`config.mk`:
```
export PLATFORM = sky130hd
export DESIGN_NAME = z_result_drain_flat
export DESIGN_NICKNAME = d
export VERILOG_FILES = /design/src/rtl/z_result_drain_if.sv /design/src/rtl/z_result_drain.sv /design/src/flat_wrapper.sv
export SDC_FILE = /design/constraint.sdc
export NUM_CORES = 1
export LEC_CHECK = 0
export CAP_MARGIN = 15
export CORE_MARGIN = 8
export CORE_UTILIZATION = 25
export DETAILED_ROUTE_END_ITERATION = 12
export GPL_ROUTABILITY_DRIVEN = 0
export SLEW_MARGIN = 20
export SYNTH_ARGS = -nofsm -noshare
export SYNTH_HDL_FRONTEND = slang
export SYNTH_SLANG_ARGS = --single-unit
```
`constraint.sdc`:
```
create_clock -name clock -period 1.7 [get_ports clock]
set_input_delay 0.255 -clock clock [delete_from_list [all_inputs] [get_ports clock]]
set_output_delay 0.255 -clock clock [all_outputs]
set_load 0.02 [all_outputs]
```
`src/rtl/z_result_drain_if.sv`:
```
// Handshake bundle between the ALU result producer and the z_result_drain stage.
// Slave modport is the drain stage; master modport is whoever drives results/consumes beats.
interface z_result_drain_if #(
  parameter int DATA_W = 32,
  parameter int CTL_W  = 4,
  parameter int CNT_W  = 8
);
  logic              flush;
  logic              in_valid;
  logic              in_ready;
  logic [CTL_W-1:0]  in_ctl;
  logic [DATA_W-1:0] z_hi;
  logic [DATA_W-1:0] z_lo;
  logic              out_valid;
  logic              out_ready;
  logic [DATA_W-1:0] out_data;
  logic              out_is_hi;
  logic              out_last;
  logic [DATA_W-1:0] hi_q;
  logic [DATA_W-1:0] lo_q;
  logic [CNT_W-1:0]  wide_cnt;

  modport slave (
    input  flush, in_valid, in_ctl, z_hi, z_lo, out_ready,
    output in_ready, out_valid, out_data, out_is_hi, out_last, hi_q, lo_q, wide_cnt
  );

  modport master (
    output flush, in_valid, in_ctl, z_hi, z_lo, out_ready,
    input  in_ready, out_valid, out_data, out_is_hi, out_last, hi_q, lo_q, wide_cnt
  );
endinterface

```
`src/rtl/z_result_drain.sv`:
```
// Captures an ALU {hi,lo} result, updates HI/LO on mul/div, drains it as LO[,HI] bus beats.
// Latency: accept at edge N -> beat valid from N+1; backpressure freezes the beat, in_ready only opens on the last beat.
module z_result_drain #(
  parameter int DATA_W   = 32,
  parameter int CTL_W    = 4,
  parameter int MUL_CODE = 3,
  parameter int DIV_CODE = 4,
  parameter int CNT_W    = 8
) (
  input  logic            clock,
  input  logic            reset_n,
  z_result_drain_if.slave bus
);

  typedef enum logic [1:0] {
    IDLE    = 2'd0,
    SEND_LO = 2'd1,
    SEND_HI = 2'd2
  } state_t;

  state_t            state;
  logic [DATA_W-1:0] cap_hi;
  logic              cap_wide;
  logic              out_valid_q;
  logic [DATA_W-1:0] out_data_q;
  logic              out_is_hi_q;
  logic              out_last_q;
  logic [DATA_W-1:0] hi_q_r;
  logic [DATA_W-1:0] lo_q_r;
  logic [CNT_W-1:0]  wide_cnt_r;

  logic is_wide;
  logic is_nop;
  logic accept;
  logic beat_done;

  assign is_wide   = (bus.in_ctl == CTL_W'(MUL_CODE)) || (bus.in_ctl == CTL_W'(DIV_CODE));
  assign is_nop    = (bus.in_ctl == '0);
  // Accepting on the final beat's handshake keeps back-to-back results bubble-free.
  assign bus.in_ready = !bus.flush &&
                        ((state == IDLE) || (out_valid_q && out_last_q && bus.out_ready));
  assign accept    = bus.in_valid && bus.in_ready;
  assign beat_done = out_valid_q && bus.out_ready;

  assign bus.out_valid = out_valid_q;
  assign bus.out_data  = out_data_q;
  assign bus.out_is_hi = out_is_hi_q;
  assign bus.out_last  = out_last_q;
  assign bus.hi_q      = hi_q_r;
  assign bus.lo_q      = lo_q_r;
  assign bus.wide_cnt  = wide_cnt_r;

  always_ff @(posedge clock or negedge reset_n) begin
    if (!reset_n) begin
      state       <= IDLE;
      cap_hi      <= '0;
      cap_wide    <= 1'b0;
      out_valid_q <= 1'b0;
      out_data_q  <= '0;
      out_is_hi_q <= 1'b0;
      out_last_q  <= 1'b0;
      hi_q_r      <= '0;
      lo_q_r      <= '0;
      wide_cnt_r  <= '0;
    end else if (bus.flush) begin
      // Architectural HI/LO and the counter survive a flush; only the pending transfer is dropped.
      state       <= IDLE;
      cap_hi      <= '0;
      cap_wide    <= 1'b0;
      out_valid_q <= 1'b0;
      out_data_q  <= '0;
      out_is_hi_q <= 1'b0;
      out_last_q  <= 1'b0;
    end else if (accept) begin
      if (is_wide) begin
        hi_q_r     <= bus.z_hi;
        lo_q_r     <= bus.z_lo;
        wide_cnt_r <= wide_cnt_r + CNT_W'(1);
      end
      if (is_nop) begin
        state       <= IDLE;
        cap_hi      <= '0;
        cap_wide    <= 1'b0;
        out_valid_q <= 1'b0;
        out_data_q  <= '0;
        out_is_hi_q <= 1'b0;
        out_last_q  <= 1'b0;
      end else begin
        state       <= SEND_LO;
        cap_hi      <= bus.z_hi;
        cap_wide    <= is_wide;
        out_valid_q <= 1'b1;
        out_data_q  <= bus.z_lo;
        out_is_hi_q <= 1'b0;
        out_last_q  <= !is_wide;
      end
    end else if (beat_done) begin
      if ((state == SEND_LO) && cap_wide) begin
        state       <= SEND_HI;
        out_data_q  <= cap_hi;
        out_is_hi_q <= 1'b1;
        out_last_q  <= 1'b1;
      end else begin
        state       <= IDLE;
        cap_hi      <= '0;
        cap_wide    <= 1'b0;
        out_valid_q <= 1'b0;
        out_data_q  <= '0;
        out_is_hi_q <= 1'b0;
        out_last_q  <= 1'b0;
      end
    end
  end

endmodule

```
`src/flat_wrapper.sv`:
```
// flat-port wrapper written by rule: the top's interface ports become plain ports
module z_result_drain_flat 
#(
  parameter int DATA_W   = 32,
  parameter int CTL_W    = 4,
  parameter int MUL_CODE = 3,
  parameter int DIV_CODE = 4,
  parameter int CNT_W    = 8
)
  (clock, reset_n, bus_flush, bus_in_valid, bus_in_ctl, bus_z_hi, bus_z_lo, bus_out_ready, bus_in_ready, bus_out_valid, bus_out_data, bus_out_is_hi, bus_out_last, bus_hi_q, bus_lo_q, bus_wide_cnt);
  z_result_drain_if #(.DATA_W(DATA_W), .CTL_W(CTL_W), .CNT_W(CNT_W)) bus_i ();
  input  logic clock;
  input  logic reset_n;
  input wire logic [$bits(bus_i.flush)-1:0] bus_flush;
  input wire logic [$bits(bus_i.in_valid)-1:0] bus_in_valid;
  input wire logic [$bits(bus_i.in_ctl)-1:0] bus_in_ctl;
  input wire logic [$bits(bus_i.z_hi)-1:0] bus_z_hi;
  input wire logic [$bits(bus_i.z_lo)-1:0] bus_z_lo;
  input wire logic [$bits(bus_i.out_ready)-1:0] bus_out_ready;
  output wire logic [$bits(bus_i.in_ready)-1:0] bus_in_ready;
  output wire logic [$bits(bus_i.out_valid)-1:0] bus_out_valid;
  output wire logic [$bits(bus_i.out_data)-1:0] bus_out_data;
  output wire logic [$bits(bus_i.out_is_hi)-1:0] bus_out_is_hi;
  output wire logic [$bits(bus_i.out_last)-1:0] bus_out_last;
  output wire logic [$bits(bus_i.hi_q)-1:0] bus_hi_q;
  output wire logic [$bits(bus_i.lo_q)-1:0] bus_lo_q;
  output wire logic [$bits(bus_i.wide_cnt)-1:0] bus_wide_cnt;
  assign bus_i.flush = bus_flush;
  assign bus_i.in_valid = bus_in_valid;
  assign bus_i.in_ctl = bus_in_ctl;
  assign bus_i.z_hi = bus_z_hi;
  assign bus_i.z_lo = bus_z_lo;
  assign bus_i.out_ready = bus_out_ready;
  assign bus_in_ready = bus_i.in_ready;
  assign bus_out_valid = bus_i.out_valid;
  assign bus_out_data = bus_i.out_data;
  assign bus_out_is_hi = bus_i.out_is_hi;
  assign bus_out_last = bus_i.out_last;
  assign bus_hi_q = bus_i.hi_q;
  assign bus_lo_q = bus_i.lo_q;
  assign bus_wide_cnt = bus_i.wide_cnt;
  z_result_drain #(.DATA_W(DATA_W), .CTL_W(CTL_W), .MUL_CODE(MUL_CODE), .DIV_CODE(DIV_CODE), .CNT_W(CNT_W)) u_core (.clock(clock), .reset_n(reset_n), .bus(bus_i));
endmodule
```
==> flow_summary_export.csv, run 1 <==
group,metric,value,unit
timing,period_needed,1.767,ns
die,dieArea,28270,um2
timing,setup_ws,-0.06710,ns
route,dr_total_vias,4127,
grt,grt_antenna_before_repair,0,
critical_path,type_of_the_setup_path_with_the_least_slack,"register to register",
power_and_ir_drop,worst_voltage_drop_across_the_vdd_grid,561.0,uV
finish,fraction_of_final_layout_cells_with_drive_strength_greater_than_1,26.07,%
timing,worst_max_slew_pin_slew,0.3877,ns
timing,grt_setup_unrepaired,"true",
timing,fin_setup_tns,-2.143,ns
route,antenna_violating_nets_post_route,0,
yosys,netlist.area_leader.share,60.97,%
yosys,synth_cells,376,
route,detail_route.first_pass.iterations,7,
finish,nNetsFinal,671,
grt,grt_overflow,0,
critical_path,critical-path-max-stage-delay,0.43,ns
finish,area.growth.synth_to_final,57.88,%
critical_path,endpoint_of_the_most_critical_register_to_register_path,"u_core.bus.hi_q[4]",
grt,total_routing_resource_utilization_after_global_routing,12.24,%
power_and_ir_drop,power_frac_comb,29.0,%
critical_path,r2r_slack,-0.07,ns
route,post_drt_wl_per_cell,20.55,um
power_and_ir_drop,internal-power,8084,uW
clock_network,cts_tree,"yes",
yosys,synth-async-reset-ratio,100.0,%
yosys,avgSynthCellArea,15.39,um2
finish,antennaDiodeCount,0,
critical_path,cp_data_required_time,2.00,ns
power_and_ir_drop,cellPowerDensity,1257,nW/um2
power_and_ir_drop,share_of_total_power_consumed_by_net_switching,29.59,%
clock_network,clock_sinks,141,
outcome,run_status,"finished with violations",
worst_hold_path,worst_hold_path_type,"input pin to async pin",
die,die_x,168.1,um
clock_network,ctsLongestPathBuffers,2,
timing,fmax,565.9,MHz
clock_network,insertion_delay,0.42,ns
critical_path,crit_chain,"nor2_4, o21ai_4, or3_4, buf_12, clkbuf_16, mux2_2",
critical_path,worst_r2r_src,"u_core.state[0]",
route,drc,0,
power_and_ir_drop,cellLeakagePower,0.004955,uW
yosys,synth_edf_count,0,
die,rows,55,
clock_network,cts.clk_slew.worst_paths,0.06,ns
yosys,primary_ff_master_synth,"dfrtp_1",
critical_path,timing.critical_path.to_type,"register",
yosys,yosysUniqueCellTypes,39,
power_and_ir_drop,seq_power_share,37.9,%
critical_path,cpMaxStageDelayCell,"or3_4",
route,drt-initial-drc-count,170,
grt,largest_net_degree_at_the_start_of_global_routing,49,
clock_network,htree_levels,4,
critical_path,r2r_cells,6,
critical_path,setup.worst_path.start_class,"register",
yosys,synth_largest_area_cell,"dfrtp_1",
die,io_pins,181,
timing,final-max-slew-violation-count,0,
timing,setup_viol_count_final,49,
timing,relSlewSlack,73.92,%
finish,fillers,2098,
route,routed_wl,18.40,mm
route,avgViaCountPerCell,4.611,
critical_path,timing.critical_path.arrival,2.07,ns
timing,clock_skew,0.008358,ns
timing,final_hold_viol_count,0,
clock_network,cts-buffers-inserted,17,
yosys,synth_fp_nets,450,
yosys,synthesis.yosys.warnings,0,
grt,first_global_vias,4576,
outcome,violations_in_the_final_reports,"setup timing",
timing,final.period_utilization,103.9,%
power_and_ir_drop,power.share.clock,33.1,%
yosys,mapped_area,5787,um2
yosys,synthTopCellsByArea,"dfrtp_1 (61%), mux2_4 (13%), a22o_1 (9.7%)",
critical_path,worst-path-max-fanout,8,
place,place.port_buffers,180,
finish,final_core_util,40.23,%
job,drv_cap,0,
die,core-area,22710,um2
yosys,yosysSeqAreaShare,60.97,%
die,die_height,168.1,um
timing,worst_hold_slack,0.3207,ns
yosys,synth_seq_cells,141,
die,floorplan.initialDensity,25.48,%
power_and_ir_drop,p_switching,3397,uW
grt,grt_first_pass_wirelength,27.12,mm
place,hpwl,12.26,mm
clock_network,clock-root-buffer,"clkbuf_16",
synthesized netlist by cell type (2+ instances only):
master,instances
buf_2,9
nand3_1,3
a21oi_1,2
mux2_2,15
mux2_4,50
nand2_1,3
nor2_1,6
buf_12,4
a22o_1,64
a21o_1,35
dfrtp_1,141
buf_1,3
xor2_1,4
xnor2_1,3
nor4_1,4
clkbuf_1,7
layer usage:
metal | track usage (%) | vias to the layer above | part of all wire, %
li1 | - | 1852 | -
met1 | 14.95 | 2141 | 44
met2 | 20.14 | 124 | 48
met3 | 4.654 | 10 | 6.6
met4 | 2.834 | 0 | 0.81
met5 | 0 | - | 0
flip-flops by register name (all words and copies together) (netlist names), 2 cells and up:
signal and cells:
u_core.bus.hi_q 32, u_core.bus.lo_q 32, u_core.bus.out_data 32, u_core.bus.wide_cnt 8
u_core.cap_hi 32, u_core.state 2
placed cells by master (no fill, tap or decap), types with 2 or more instances in the layout:
cell type | Yosys | layout
nand3_1 | 3 | 3
nor2_1 | 6 | 6
nor4_1 | 4 | 4
buf_4 | 0 | 23
dfrtp_1 | 141 | 138
nand2_1 | 3 | 3
and3_4 | 1 | 2
clkbuf_8 | 0 | 3
clkinvlp_4 | 0 | 3
a21o_1 | 35 | 35
buf_12 | 4 | 10
dfrtp_2 | 0 | 3
xnor2_1 | 3 | 3
inv_6 | 0 | 2
clkbuf_16 | 0 | 23
buf_16 | 0 | 2
xor2_1 | 4 | 4
clkdlybuf4s50_1 | 0 | 125
mux2_2 | 15 | 15
mux2_4 | 50 | 50
clkinv_4 | 0 | 3
dlymetal6s2s_1 | 0 | 36
buf_6 | 1 | 7
a21oi_4 | 0 | 2
bufinv_16 | 0 | 2
dlygate4sd2_1 | 0 | 16
a22o_1 | 64 | 64
area by class of cell:
class,instances,area [um2],area share [%]
Timing Repair Buffer,227,2519,27.57
Clock buffer,21,470.5,5.149
Clock inverter,11,131.4,1.438
Inverter,1,3.754,0.04108
Sequential cell,141,3532,38.66
Tap cell,285,356.6,3.903
Multi-Input combinational cell,209,2123,23.24
worst max-delay path: cells and delay by family (launching register included):
kind	cells	cell delay, ns
and+or+nand+nor	2	0.58
DFF	1	0.41
buffers and inverters	2	0.32
muxes	1	0.26
AOI/OAI and AO/OA	1	0.08
cells by family (layout without fill, tap and decap cells):
logic type	after synthesis	in the layout	share of synthesized area, %
buffers and inverters	26	260	3.330
flip-flops	141	141	60.97
XOR/XNOR	7	7	1.059
AND/OR/NAND/NOR	29	29	3.114
AO/OA/AOI/OAI	107	107	15.42
adder cells (fa/ha/maj)	1	1	0.2162
multiplexers	65	65	15.89
power by group through the flow:
stage          Clock [uW]  Combinational [uW]  Sequential, uW
5_1_grt              4060                3530            4420
3_5_place_dp            0                3360            4400
6_report             3800                3330            4350
2_1_floorplan           0                 912            5030
4_1_cts              3900                3350            4360
3_3_place_gp            0                3310            4390
how the worst max path moves through the flow:
stage                        start             endpoint  cells past startpoint
3_3_place_gp         bus_in_ctl[2]  u_core.bus.hi_q[11]                      6
2_1_floorplan  u_core.bus.out_last  u_core.bus.hi_q[13]                      6
6_report           u_core.state[0]   u_core.bus.hi_q[4]                      6
3_5_place_dp         bus_in_ctl[2]  u_core.bus.hi_q[10]                      6
4_1_cts            u_core.state[0]  u_core.bus.lo_q[23]                      5
5_1_grt            u_core.state[0]   u_core.bus.hi_q[3]                      6
through the flow:
| step | area, um2 | power (uW) | setup WS [ns] | cells |
|---|---|---|---|---|
| floorplan | 5809 | 5944 | -0.1104 | 376 |
| global placement | 8144 | 7700 | -0.4631 | 847 |
| detailed placement | 8144 | 7763 | -0.5267 | 847 |
| CTS | 8796 | 11600 | -0.1053 | 883 |
| global route | 9136 | 12010 | -0.1290 | 895 |
| finish | 9136 | 11480 | -0.06710 | 895 |
repair_timing:
action,CTS,global route
endpoints found under the setup margin,84,152
pin swaps,1,34
hold endpoints to repair,32,0
gates resized for setup,23,49
hold buffers,1,0
cloned,1,8
buffers inserted,2,5
Note: power is estimated with default switching activity, not from simulation.
==> run 2: changes to the inputs <==
Settings changed: PLACE_DENSITY set to 0.54, SETUP_SLACK_MARGIN set to 0.2.
==> run 2 against run 1 <==
The flow still finishes with violations (setup timing). Non-clock buffer count increased by 24. Clock power grew 5.8%. Final cell count is 2.7% higher. Critical path depth fell by 1. Final area rose by 3.8%. Total power rose by 1.0%. Die area unchanged. Utilization grew 1.5 points. Setup slack worse by 0.00062 ns. Via count up 2.8%. Sequential cell count is the same. Largest power group unchanged. Routed wire length rose by 2.6%.
==> flow_summary_export.csv, run 2 (synthesis gave the netlist of run 1 again) <==
group,metric,value,unit
outcome,run_status,"finished with violations",
outcome,violations_in_the_final_reports,"setup timing",
critical_path,cpMaxStageDelayCell,"or3_4",
route,antenna_violating_nets_post_route,0,
finish,final_common_cell,"dfrtp_1",
clock_network,cts_tree,"yes",
grt,largest_net_degree_at_the_start_of_global_routing,44,
finish,antennaDiodeCount,0,
critical_path,crit_chain,"nor2_4, o21ai_4, or3_4, buf_12, mux2_4",
finish,layout_common_cells,"dfrtp_1 (138), dlygate4sd2_1 (99), clkdlybuf4s50_1 (71)",
critical_path,critical-path-max-stage-delay,0.42,ns
grt,grt_overflow,0,
die,core-area,22710,um2
critical_path,critPathBufInv,1,
die,rows,55,
timing,setup_ws,-0.06772,ns
timing,final.period_utilization,104.0,%
grt,first_global_vias,4792,
finish,multi_input_comb_area,2241,um2
die,die_x,168.1,um
clock_network,clock_sinks,141,
finish,final_core_util,41.78,%
clock_network,cts-buffers-inserted,17,
timing,grt_setup_unrepaired,"true",
power_and_ir_drop,worst_voltage_drop_across_the_vdd_grid,675.6,uV
power_and_ir_drop,cellLeakagePower,0.004971,uW
power_and_ir_drop,p_switching,3408,uW
timing,setup_viol_count_final,95,
critical_path,setup.worst_path.start_class,"register",
power_and_ir_drop,cellPowerDensity,1222,nW/um2
timing,clock_skew,0.007422,ns
power_and_ir_drop,power.share.clock,34.7,%
route,routed_wl,18.88,mm
route,dr_total_vias,4241,
route,post_drt_wl_per_cell,20.55,um
timing,final-max-slew-violation-count,0,
critical_path,path_delay_family,"simple AND/OR/NAND/NOR gates",
timing,relSlewSlack,77.00,%
die,io_pins,181,
worst_hold_path,worst_hold_path_type,"input pin to async pin",
die,floorplan.initialDensity,25.48,%
power_and_ir_drop,share_of_total_power_consumed_by_net_switching,29.39,%
clock_network,insertion_delay,0.41,ns
critical_path,type_of_the_setup_path_with_the_least_slack,"register to register",
critical_path,worst-path-max-fanout,32,
critical_path,r2r_slack,-0.07,ns
critical_path,timing.critical_path.arrival,2.06,ns
route,drt-initial-drc-count,163,
finish,area.sequential,3532,um2
finish,area.growth.synth_to_final,63.96,%
power_and_ir_drop,seq_power_share,37.3,%
critical_path,timing.critical_path.to_type,"register",
clock_network,cts.clk_slew.worst_paths,0.06,ns
power_and_ir_drop,power_frac_comb,28.0,%
grt,total_routing_resource_utilization_after_global_routing,13.04,%
timing,final_hold_viol_count,0,
route,drc,0,
grt,grt_first_pass_wirelength,28.71,mm
job,drv_cap,0,
finish,nNetsFinal,695,
die,die_height,168.1,um
grt,grt_antenna_before_repair,0,
route,detail_route.first_pass.iterations,4,
finish,fillers,2130,
clock_network,clock-root-buffer,"clkbuf_16",
die,dieArea,28270,um2
place,place.port_buffers,180,
route,avgViaCountPerCell,4.615,
clock_network,htree_levels,4,
clock_network,ctsLongestPathBuffers,2,
timing,period_needed,1.768,ns
timing,fmax,565.7,MHz
place,hpwl,12.08,mm
finish,fraction_of_final_layout_cells_with_drive_strength_greater_than_1,32.02,%
critical_path,cp_data_required_time,1.99,ns
power_and_ir_drop,internal-power,8188,uW
timing,worst_max_slew_pin_slew,0.3449,ns
timing,worst_hold_slack,0.3130,ns
[run 2: cell types whose count changed in the layout (fill, tap and decap cells not counted), sizes merged]
cell / change
buf: +27
bufinv: +2
clkbuf: +2
clkdlybuf4s15: +1
clkdlybuf4s50: -54
clkinv: +1
clkinvlp: -1
dlygate4sd2: +83
dlymetal6s2s: -36
inv: -1
[run 2: timing repair]
| item | CTS | global route |
|---|---|---|
| pin swaps | 39 | 46 |
| hold buffers | 1 | 0 |
| buffers inserted | 15 | 6 |
| gates cloned | 8 | 7 |
| resized for setup | 160 | 25 |
| endpoints found under the hold margin | 26 | 0 |
| setup endpoints to repair | 248 | 148 |
[run 2: cell type report]
class	count	area share [%]
Clock buffer	20	4.813
Clock inverter	12	1.965
Inverter	1	0.03956
Multi-Input combinational cell	209	23.62
Sequential cell	141	37.23
Tap cell	285	3.758
Timing Repair Buffer	251	28.58
[run 2: through the flow]
| step | total power (uW) | cell area (um2) | worst slack, ns | TNS, ns | std cells |
|---|---|---|---|---|---|
| 6_report | 11600 | 9488 | -0.06772 | -2.892 | 919 |
| 5_1_grt | 12120 | 9488 | -0.1025 | -8.891 | 919 |
| 4_1_cts | 11690 | 9239 | -0.06028 | -2.644 | 906 |
| 3_5_place_dp | 7756 | 8179 | -0.4133 | -45.18 | 850 |
| 3_3_place_gp | 7712 | 8179 | -0.3844 | -41.10 | 850 |
| 2_1_floorplan | 5947 | 5818 | -0.1104 | -5.519 | 376 |
[run 2: path summary, 6_finish.rpt]
| check | from | endpoint | cells past startpoint |
|---|---|---|---|
| worst max-delay path | u_core.state[0] | u_core.bus.lo_q[19] | 5 |
| worst min-delay path | reset_n | u_core.bus.lo_q[25] | 2 |
| worst max register to register | u_core.state[0] | u_core.bus.lo_q[19] | 5 |
| worst min register to register | u_core.bus.wide_cnt[7] | u_core.bus.wide_cnt[7] | 1 |
| max in group asynchronous | reset_n | u_core.bus.hi_q[19] | 3 |
| min in group clock | bus_z_lo[18] | u_core.bus.out_data[18] | 2 |
[run 2: power by group through the flow]
| stage | Clock (uW) | Sequential, uW | Combinational [uW] |
|---|---|---|---|
| after floorplan | 0 | 5030 | 914 |
| after global placement | 0 | 4390 | 3320 |
| after detailed placement | 0 | 4400 | 3360 |
| after CTS | 4130 | 4330 | 3220 |
| after global routing | 4280 | 4400 | 3450 |
| final | 4020 | 4330 | 3250 |
[run 2: layer usage]
layer	up-vias	part of all wire, %	wire (um)	global-route usage (%)
met4	0	1.1	201	3.804
met2	138	49	9300	22.28
met3	17	6.8	1282	4.537
met5	-	0	0	0
li1	1903	-	-	-
met1	2183	43	8096	15.21
